<file path="src/rtl/nanoice40_pkg.sv">
// nanoice40_pkg: shared debounce state encodings and event field widths
package nanoice40_pkg;
  localparam logic [0:0] DB_STABLE   = 1'b0;
  localparam logic [0:0] DB_SETTLING = 1'b1;
  localparam int EVT_KIND_W = 1;
  function automatic int chan_w(input int n);
    return $clog2(n) + 1;
  endfunction
endpackage

</file>
<file path="src/rtl/btn_debounce_bank_if.sv">
// btn_debounce_bank_if: valid/ready button event port
interface btn_debounce_bank_if #(parameter int N_BTN = 4);
  logic valid;
  logic ready;
  logic press;
  logic [nanoice40_pkg::chan_w(N_BTN)-1:0] chan;
  modport master(output valid, chan, press, input ready);
  modport slave(input valid, chan, press, output ready);
endinterface

</file>
<file path="src/rtl/btn_debounce_ch.sv">
// btn_debounce_ch: one channel of synchronizer, debounce FSM and qualification counter
module btn_debounce_ch import nanoice40_pkg::*; #(
  parameter int DB_CYCLES = 120000
) (
  input  logic clk_in,
  input  logic rst_n,
  input  logic raw,
  output logic level,
  output logic press,
  output logic rls,
  output logic commit,
  output logic s
);
  localparam int CW = $clog2(DB_CYCLES);
  logic [1:0] sync_q;
  logic [0:0] state_q, state_d;
  logic [CW-1:0] cnt_q, cnt_d;
  logic level_q, level_d, press_q, press_d, rls_q, rls_d;
  assign s = sync_q[1];
  assign level = level_q;
  assign press = press_q;
  assign rls = rls_q;
  always_comb begin
    state_d = state_q;
    cnt_d = '0;
    commit = 1'b0;
    if (state_q == DB_STABLE)
      state_d = (s != level_q) ? DB_SETTLING : DB_STABLE;
    else if (s == level_q)
      state_d = DB_STABLE;
    else if (cnt_q == CW'(DB_CYCLES - 1)) begin
      state_d = DB_STABLE;
      commit = 1'b1;
    end else
      cnt_d = cnt_q + CW'(1);
    level_d = commit ? s : level_q;
    press_d = commit & s;
    rls_d = commit & ~s;
  end
  always_ff @(posedge clk_in or negedge rst_n) begin
    if (!rst_n) begin
      sync_q <= '0;
      state_q <= DB_STABLE;
      cnt_q <= '0;
      level_q <= 1'b0;
      press_q <= 1'b0;
      rls_q <= 1'b0;
    end else begin
      sync_q <= {sync_q[0], raw};
      state_q <= state_d;
      cnt_q <= cnt_d;
      level_q <= level_d;
      press_q <= press_d;
      rls_q <= rls_d;
    end
  end
endmodule

</file>
<file path="src/rtl/btn_debounce_bank.sv">
// btn_debounce_bank: debounced button bank with a single-entry press/release event register
module btn_debounce_bank import nanoice40_pkg::*; #(
  parameter int N_BTN      = 4,
  parameter int DB_CYCLES  = 120000,
  parameter int ACTIVE_LOW = 1
) (
  input  logic                clk_in,
  input  logic                rst_n,
  input  logic [N_BTN-1:0]    btn_raw,
  output logic [N_BTN-1:0]    btn_level,
  output logic [N_BTN-1:0]    btn_press,
  output logic [N_BTN-1:0]    btn_release,
  output logic                evt_ovf,
  input  logic                ovf_clr,
  btn_debounce_bank_if.master evt
);
  localparam int CW = chan_w(N_BTN);
  // Inverting ahead of the synchronizer lets channels reset to 0, i.e. the idle pin level
  logic [N_BTN-1:0] btn_in, commit, s, hot, load_mask;
  logic [N_BTN-1:0] pending_q, pending_d, kind_q, kind_d;
  logic [CW-1:0] sel, evt_chan_q, evt_chan_d;
  logic any, sel_kind, load;
  logic evt_valid_q, evt_valid_d, evt_press_q, evt_press_d, evt_ovf_q, evt_ovf_d;
  assign btn_in = btn_raw ^ {N_BTN{ACTIVE_LOW != 0}};
  for (genvar i = 0; i < N_BTN; i++) begin : g_ch
    btn_debounce_ch #(.DB_CYCLES(DB_CYCLES)) u_ch (
      .clk_in(clk_in), .rst_n(rst_n), .raw(btn_in[i]),
      .level(btn_level[i]), .press(btn_press[i]), .rls(btn_release[i]),
      .commit(commit[i]), .s(s[i])
    );
  end
  always_comb begin
    sel = '0;
    sel_kind = 1'b0;
    hot = '0;
    any = 1'b0;
    for (int i = N_BTN - 1; i >= 0; i--)
      if (pending_q[i]) begin
        sel = CW'(i);
        sel_kind = kind_q[i];
        hot = '0;
        hot[i] = 1'b1;
        any = 1'b1;
      end
    load = !evt_valid_q || evt.ready;
    load_mask = (load && any) ? hot : '0;
    pending_d = (pending_q & ~load_mask) | commit;
    kind_d = (kind_q & ~commit) | (s & commit);
    evt_valid_d = load ? any : evt_valid_q;
    evt_chan_d = (load && any) ? sel : evt_chan_q;
    evt_press_d = (load && any) ? sel_kind : evt_press_q;
    evt_ovf_d = (|(commit & pending_q & ~load_mask)) | (evt_ovf_q & ~ovf_clr);
  end
  always_ff @(posedge clk_in or negedge rst_n) begin
    if (!rst_n) begin
      pending_q <= '0;
      kind_q <= '0;
      evt_valid_q <= 1'b0;
      evt_chan_q <= '0;
      evt_press_q <= 1'b0;
      evt_ovf_q <= 1'b0;
    end else begin
      pending_q <= pending_d;
      kind_q <= kind_d;
      evt_valid_q <= evt_valid_d;
      evt_chan_q <= evt_chan_d;
      evt_press_q <= evt_press_d;
      evt_ovf_q <= evt_ovf_d;
    end
  end
  assign evt.valid = evt_valid_q;
  assign evt.chan = evt_chan_q;
  assign evt.press = evt_press_q;
  assign evt_ovf = evt_ovf_q;
endmodule

</file>
<file path="src/flat_wrapper.sv">
// flat-port wrapper written by rule: the top's interface ports become plain ports
module btn_debounce_bank_flat import nanoice40_pkg::*;
#(
  parameter int N_BTN      = 4,
  parameter int DB_CYCLES  = 120000,
  parameter int ACTIVE_LOW = 1
)
  (clk_in, rst_n, btn_raw, btn_level, btn_press, btn_release, evt_ovf, ovf_clr, evt_valid, evt_chan, evt_press, evt_ready);
  btn_debounce_bank_if #(.N_BTN(N_BTN)) evt_i ();
  input  logic clk_in;
  input  logic rst_n;
  input  logic [N_BTN-1:0] btn_raw;
  output logic [N_BTN-1:0] btn_level;
  output logic [N_BTN-1:0] btn_press;
  output logic [N_BTN-1:0] btn_release;
  output logic evt_ovf;
  input  logic ovf_clr;
  output wire logic [$bits(evt_i.valid)-1:0] evt_valid;
  output wire logic [$bits(evt_i.chan)-1:0] evt_chan;
  output wire logic [$bits(evt_i.press)-1:0] evt_press;
  input wire logic [$bits(evt_i.ready)-1:0] evt_ready;
  assign evt_valid = evt_i.valid;
  assign evt_chan = evt_i.chan;
  assign evt_press = evt_i.press;
  assign evt_i.ready = evt_ready;
  btn_debounce_bank #(.N_BTN(N_BTN), .DB_CYCLES(DB_CYCLES), .ACTIVE_LOW(ACTIVE_LOW)) u_core (.clk_in(clk_in), .rst_n(rst_n), .btn_raw(btn_raw), .btn_level(btn_level), .btn_press(btn_press), .btn_release(btn_release), .evt_ovf(evt_ovf), .ovf_clr(ovf_clr), .evt(evt_i));
endmodule
</file>
<file path="config.mk">
export PLATFORM = sky130hd
export DESIGN_NAME = btn_debounce_bank_flat
export DESIGN_NICKNAME = d
export VERILOG_FILES = /design/src/rtl/nanoice40_pkg.sv /design/src/rtl/btn_debounce_bank_if.sv /design/src/rtl/btn_debounce_ch.sv /design/src/rtl/btn_debounce_bank.sv /design/src/flat_wrapper.sv
export SDC_FILE = /design/constraint.sdc
export NUM_CORES = 1
export LEC_CHECK = 0
export CAP_MARGIN = 20
export CORE_MARGIN = 8
export CORE_UTILIZATION = 46
export CTS_CLUSTER_DIAMETER = 150
export DETAILED_ROUTE_END_ITERATION = 10
export PLACE_DENSITY_LB_ADDON = 0.05
export SLEW_MARGIN = 20
export SYNTH_ARGS = -nofsm -noshare
export SYNTH_HDL_FRONTEND = slang
export SYNTH_SLANG_ARGS = --single-unit
</file>
<file path="constraint.sdc">
create_clock -name clk_in -period 3.29 [get_ports clk_in]
set_clock_uncertainty 0.1 [all_clocks]
set_input_delay 0.658 -clock clk_in [delete_from_list [all_inputs] [get_ports clk_in]]
set_output_delay 0.658 -clock clk_in [all_outputs]
set_load 0.005 [all_outputs]
</file>
==> flow_metrics.tcl, run 1 <==
set metrics [dict create \
    postSynthNetCount 482 \
    insertion_delay_ns 0.36 \
    die_area_mm2 0.0142 \
    cap_viol_max_count 0 \
    cts_root_buffer "clkbuf_8" \
    max_freq_mhz 385 \
    via_per_inst 5.42 \
    gp_congestion 0.781 \
    crit_family "simple AND/OR/NAND/NOR gates" \
    yosys.area.top_type_share 0.516 \
    criticalPathCategory "register to register" \
    setup_viol 0 \
    hold_path_class "input pin to async pin" \
    met2_wirelength_mm 4.08 \
    path_max_fanout 17 \
    ys_ff_latch 101 \
    ys.flop_type "dfrtp_1" \
    die_h_um 119 \
    cts_setup_buffers 0 \
    routed_wl_mm 8.96 \
    cts.sinks 101 \
    required_ns 3.41 \
    yosysUniqueCellTypes 60 \
    first_iter_violations 156 \
    syn_avg_cell_area_um2 10.4 \
    antenna_found_initial 0 \
    port_buffers 24 \
    topRoutingLayerUsed "met4" \
    worstMarginPinSlew_ns 0.636 \
    cts-resized-gates 0 \
    path_cells "ha_1 > or4b_2 > nor4_2 > nand2b_1 > nor2_1" \
    ant_nets 0 \
    synth_edf_count 0 \
    period_minus_slack_ns 2.60 \
    crit_path_start_kind "register" \
    total_power_uw 2090 \
    dr.pass1.iters 5 \
    async_flop_share 1.00 \
    max-slew-margin-rel 0.576 \
    clockBufferDepth 2 \
    place_inst 603 \
    antenna_cells 0 \
    routedWlPerCell_um 14.5 \
    postPlaceCellArea_mm2 0.00512 \
    hold_violations 0 \
    vias 3353 \
    grt_first_pass_wirelength_mm 15.8 \
    finalCritPeriodShare 0.789 \
    drive_gt1_frac 0.0766 \
    critPathArrivalTime_ns 2.72 \
    wl_met3_um 369 \
    netlist_instances 470 \
    core_area_mm2 0.0103 \
    grt_pass1_vias 3311 \
    track_usage 0.135 \
    row_count 37 \
    met1_length_mm 4.41 \
    fp.dieW_um 119 \
    end_kind "register" \
    status "complete, no violations" \
    drv_slew 0 \
    p_leak_uw 0.00212 \
    stdcell_area_mm2 0.00530 \
    syn_to_final_growth_pct 8.25 \
    postCtsHoldBufs 0 \
    yosysWarnings 0 \
    power.density_mw_per_mm2 395 \
    route.detailed.drc 0 \
    cts_buffers 9 \
    worst-path-buf-inv 0 \
    vdd_drop_max_uv 347 \
    stdcell_count 619 \
    slowest_stage "or4b_2" \
    io_pins 26 \
    h-tree-depth 3 \
    detailed_place_hpwl_mm 6.26 \
    synth.top_cells.by_count "dfrtp_1 (101), nor2_1 (64), xor2_1 (34)" \
    path_clk_slew_ns 0.09 \
    yosys.area.top_type "dfrtp_1" \
    synthMostInstantiatedCell "dfrtp_1" \
    nets 490 \
    rsz0062_at_grt "no" \
    start_util 0.474 \
    syn_area_mm2 0.00490 \
    synth-seq-area-share 0.516 \
    cts_tree "done" \
    synth.area.top_cells "dfrtp_1 (52%), xor2_1 (6.1%), nor2_1 (4.9%)" \
    hold_ws_ns 0.202 \
    grt_max_degree 54 \
    finalSetupTns_ns 0 \
    grt-ovfl-total 0 \
    slowest_delay_ns 0.63 \
]
-- worst paths after layout --
path	slack (ns)	endpoint	start	depth (start not counted)
setup reg to reg	0.69	u_core.g_ch[0].u_ch.cnt_q[3]$_DFF_PN0_	u_core.g_ch[0].u_ch.cnt_q[0]$_DFF_PN0_	5
max in group asynchronous	2.19	u_core.g_ch[2].u_ch.cnt_q[8]$_DFF_PN0_	rst_n	2
setup / recovery	0.69	u_core.g_ch[0].u_ch.cnt_q[3]$_DFF_PN0_	u_core.g_ch[0].u_ch.cnt_q[0]$_DFF_PN0_	5
hold reg to reg	0.25	u_core.g_ch[2].u_ch.sync_q[1]$_DFF_PN0_	u_core.g_ch[2].u_ch.sync_q[0]$_DFF_PN0_	0
min in group clk_in	0.25	u_core.g_ch[2].u_ch.sync_q[1]$_DFF_PN0_	u_core.g_ch[2].u_ch.sync_q[0]$_DFF_PN0_	0
hold / removal	0.20	u_core.g_ch[0].u_ch.cnt_q[14]$_DFF_PN0_	rst_n	1
-- cell usage in the layout, fill, tap and decap left out, types with 2 or more instances in the layout --
cell             instances
o31ai_1                  5
inv_1                   14
clkbuf_8                11
nand4_1                 32
clkbuf_1                 3
nor4_1                  11
xor2_1                  34
nand3_1                 27
and3_1                   3
o21ai_0                  6
nand2_1                 23
and2_1                   8
and2_2                   2
a21oi_1                 11
nor2_1                  64
ha_1                     4
or3_1                    9
and4bb_2                 3
xnor2_1                 20
dfrtp_1                101
nor3_1                   6
o22a_1                   2
and4_1                  10
or4_1                    4
mux2_2                   4
clkdlybuf4s50_1         23
nor3b_1                  7
buf_4                    2
nand2b_1                 2
nor2b_1                  2
-- flip-flops by register name, summed over array words and instances, names as in the netlist, 2 cells and up, named ones only --
register and count:
u_core.g_ch.u_ch.cnt_q 68, u_core.g_ch.u_ch.sync_q 8, u_core.g_ch.u_ch.press 4, u_core.g_ch.u_ch.state_q 4, u_core.g_ch.u_ch.rls 4, u_core.evt.chan 2, u_core.pending_q 4
-- kinds of logic (layout without fill, tap and decap cells) --
| logic type | Yosys count | after routing | share of synthesized area |
|---|---|---|---|
| other cells | 1 | 1 | 0.000766 |
| simple gates | 227 | 227 | 0.263 |
| mux | 5 | 5 | 0.0112 |
| fa+ha+maj | 4 | 4 | 0.0102 |
| compound gates | 35 | 35 | 0.0478 |
| buf+inv | 43 | 56 | 0.0537 |
| flops | 101 | 101 | 0.516 |
| xor+xnor | 54 | 54 | 0.0966 |
-- stage by stage --
stage / utilization / setup WS [ns]
global route: 0.513 / 0.500
finish: 0.513 / 0.693
CTS: 0.513 / 0.667
global placement: 0.496 / 0.764
floorplan: - / 1.17
detailed placement: 0.496 / 0.692
-- report_power, final --
| group | total (uW) | switching [uW] | internal, uW |
|---|---|---|---|
| clock | 725 | 404 | 321 |
| combinational | 92.4 | 54.1 | 38.2 |
| sequential | 1280 | 16.3 | 1260 |
-- metal layers --
| layer | GRT usage | vias to the layer above |
|---|---|---|
| met4 | 0.0435 | 0 |
| li1 | - | 1659 |
| met3 | 0.0430 | 9 |
| met1 | 0.175 | 1635 |
| met2 | 0.210 | 50 |
| met5 | 0 | - |
-- worst reg2reg max path: cells and delay by family (launching register included) --
| family | cells | cell delay (ns) |
|---|---|---|
| adders and majority gates | 1 | 0.33 |
| DFF | 1 | 0.37 |
| and+or+nand+nor | 4 | 1.66 |
-- cell type report --
class,count,area (um2)
Fill cell,933,5020
Sequential cell,101,2530
Multi-Input combinational cell,326,2110
Timing Repair Buffer,26,265
Tap cell,136,170
Clock buffer,14,163
Inverter,14,52.6
Clock inverter,2,16.3
No activity file was read; power rests on OpenSTA's default activity.
==> run 2: changes to the inputs <==
- clock period: 3.29 -> 2.4 ns (I/O delays scaled with it)
==> flow_metrics.tcl, run 2 (synthesized netlist as in run 1, its figures left out) <==
set metrics [dict create \
    status "complete, no violations" \
    cts_setup_buffers 0 \
    grt-ovfl-total 0 \
    worst-path-buf-inv 1 \
    grt_first_pass_wirelength_mm 16.5 \
    required_ns 2.55 \
    power_frac_comb 0.044 \
    crit_family "simple AND/OR/NAND/NOR gates" \
    vdd_drop_max_uv 377 \
    hold_path_class "register to register" \
    cts_buffers 9 \
    final_cell_mix "dfrtp_1 (101), nor2_1 (64), xor2_1 (34), nand4_1 (32), nand3_1 (27)" \
    detailed_place_hpwl_mm 6.45 \
    io_pins 26 \
    crit_path_start_kind "register" \
    final_common_cell "dfrtp_1" \
    drv_slew 0 \
    start_util 0.474 \
    vias 3392 \
    path_max_fanout 17 \
    grt_pass1_vias 3328 \
    largest_register "u_core.g_ch.u_ch.cnt_q" \
    holdPathStages 0 \
    die_h_um 119 \
    min_from "u_core.g_ch[3].u_ch.sync_q[0]$_DFF_PN0_" \
    ant_nets 0 \
    reg_top3 "u_core.g_ch.u_ch.cnt_q x68, u_core.g_ch.u_ch.sync_q x8" \
    port_buffers 24 \
    slowest_delay_ns 0.60 \
    clockBufferDepth 2 \
    syn_to_final_growth_pct 10.7 \
    fin_util 0.525 \
    total_power_uw 3120 \
    routedWlPerCell_um 14.9 \
    finalSetupTns_ns 0 \
    h-tree-depth 3 \
    dr.pass1.iters 4 \
    cap_viol_max_count 0 \
    end_kind "register" \
    hold_end "u_core.g_ch[3].u_ch.sync_q[1]$_DFF_PN0_" \
    rr_worst_depth 6 \
    slowest_stage "or4b_2" \
    largest_reg_flops 68 \
    row_count 37 \
    track_usage 0.140 \
    path_clk_slew_ns 0.10 \
    p_int_uw 2430 \
    power.density_mw_per_mm2 576 \
    fp.dieW_um 119 \
    die_area_mm2 0.0142 \
    cts_root_buffer "clkbuf_8" \
    drive_gt1_frac 0.0957 \
    p_seq_frac 0.561 \
    place_ws_ns 0.213 \
    rsz0062_at_grt "no" \
    path_cells "ha_1 > or4b_2 > nor4_2 > nand2b_1 > buf_4 > nor2_1" \
    swShare 0.220 \
    cts_tree "done" \
    worst-r2r-setup-slack_ns 0.29 \
    worst_slack_ns 0.287 \
    r2r_start "u_core.g_ch[0].u_ch.cnt_q[0]$_DFF_PN0_" \
    via_per_inst 5.41 \
    critPathArrivalTime_ns 2.26 \
    p_leak_uw 0.00219 \
    r2r-end "u_core.g_ch[0].u_ch.cnt_q[10]$_DFF_PN0_" \
    hold_violations 0 \
    criticalPathCategory "register to register" \
    finalCritPeriodShare 0.881 \
    gp_congestion 0.796 \
    insertion_delay_ns 0.36 \
    core_area_mm2 0.0103 \
    antenna_found_initial 0 \
    max_freq_mhz 473 \
    period_minus_slack_ns 2.11 \
    nets 498 \
    route.detailed.drc 0 \
    p_sw_uw 688 \
    first_iter_violations 198 \
    antenna_cells 0 \
    cts.sinks 101 \
    nFillCells 940 \
    p_clk_frac 0.395 \
    grt_max_degree 47 \
    routed_wl_mm 9.36 \
    setup_viol 0 \
]
-- run 2: worst max path at each step --
| stage | from | to | cells past startpoint |
|---|---|---|---|
| floorplan | u_core.g_ch[0].u_ch.cnt_q[0]$_DFF_PN0_ | u_core.g_ch[0].u_ch.cnt_q[11]$_DFF_PN0_ | 8 |
| global placement | evt_ready | u_core.evt_ovf$_DFF_PN0_ | 5 |
| detailed placement | evt_ready | u_core.evt_ovf$_DFF_PN0_ | 5 |
| CTS | u_core.g_ch[0].u_ch.cnt_q[0]$_DFF_PN0_ | u_core.g_ch[0].u_ch.cnt_q[10]$_DFF_PN0_ | 6 |
| global route | u_core.g_ch[0].u_ch.cnt_q[0]$_DFF_PN0_ | u_core.g_ch[0].u_ch.cnt_q[14]$_DFF_PN0_ | 6 |
| finish | u_core.g_ch[0].u_ch.cnt_q[0]$_DFF_PN0_ | u_core.g_ch[0].u_ch.cnt_q[10]$_DFF_PN0_ | 6 |
-- run 2: repair_timing --
item	CTS	global route
hold endpoints to repair	21	0
resized for setup	0	0
hold buffers	1	0
-- run 2: power groups by stage --
stage | Sequential [uW] | Clock, uW | Combinational [uW]
floorplan | 1780 | 0 | 52.0
global placement | 1780 | 0 | 139
detailed placement | 1780 | 0 | 142
CTS | 1750 | 1270 | 144
global route | 1750 | 1340 | 160
finish | 1750 | 1230 | 138
-- run 2: per-stage QoR --
stage               cell area, um2  hold slack [ns]  instances
global placement              5170            0.235        610
finish                        5420            0.259        627
floorplan                     4900           0.0844        470
CTS                           5420            0.263        627
global route                  5420            0.270        627
detailed placement            5170            0.239        610
-- run 2: metal layers --
metal	share of wire	GRT usage	up-vias	routed length (um)
met5	0	0	-	0
met4	0.0081	0.0435	0	76
met3	0.035	0.0392	7	328
met2	0.45	0.210	46	4190
met1	0.51	0.190	1656	4760
li1	-	-	1683	-
-- run 2: area by class of cell --
| cell class | instances | area, um2 | area share |
|---|---|---|---|
| Clock buffer | 11 | 151 | 0.0279 |
| Multi-Input combinational cell | 326 | 2110 | 0.389 |
| Timing Repair Buffer | 34 | 328 | 0.0605 |
| Clock inverter | 5 | 82.6 | 0.0152 |
| Sequential cell | 101 | 2530 | 0.467 |
| Inverter | 14 | 52.6 | 0.00970 |
| Tap cell | 136 | 170 | 0.0314 |
==> run 3: changes to the inputs <==
- CTS_CLUSTER_DIAMETER: 150 -> default
==> results of run 3 <==
Final layout, timing and power as in run 2 (identical DEF).
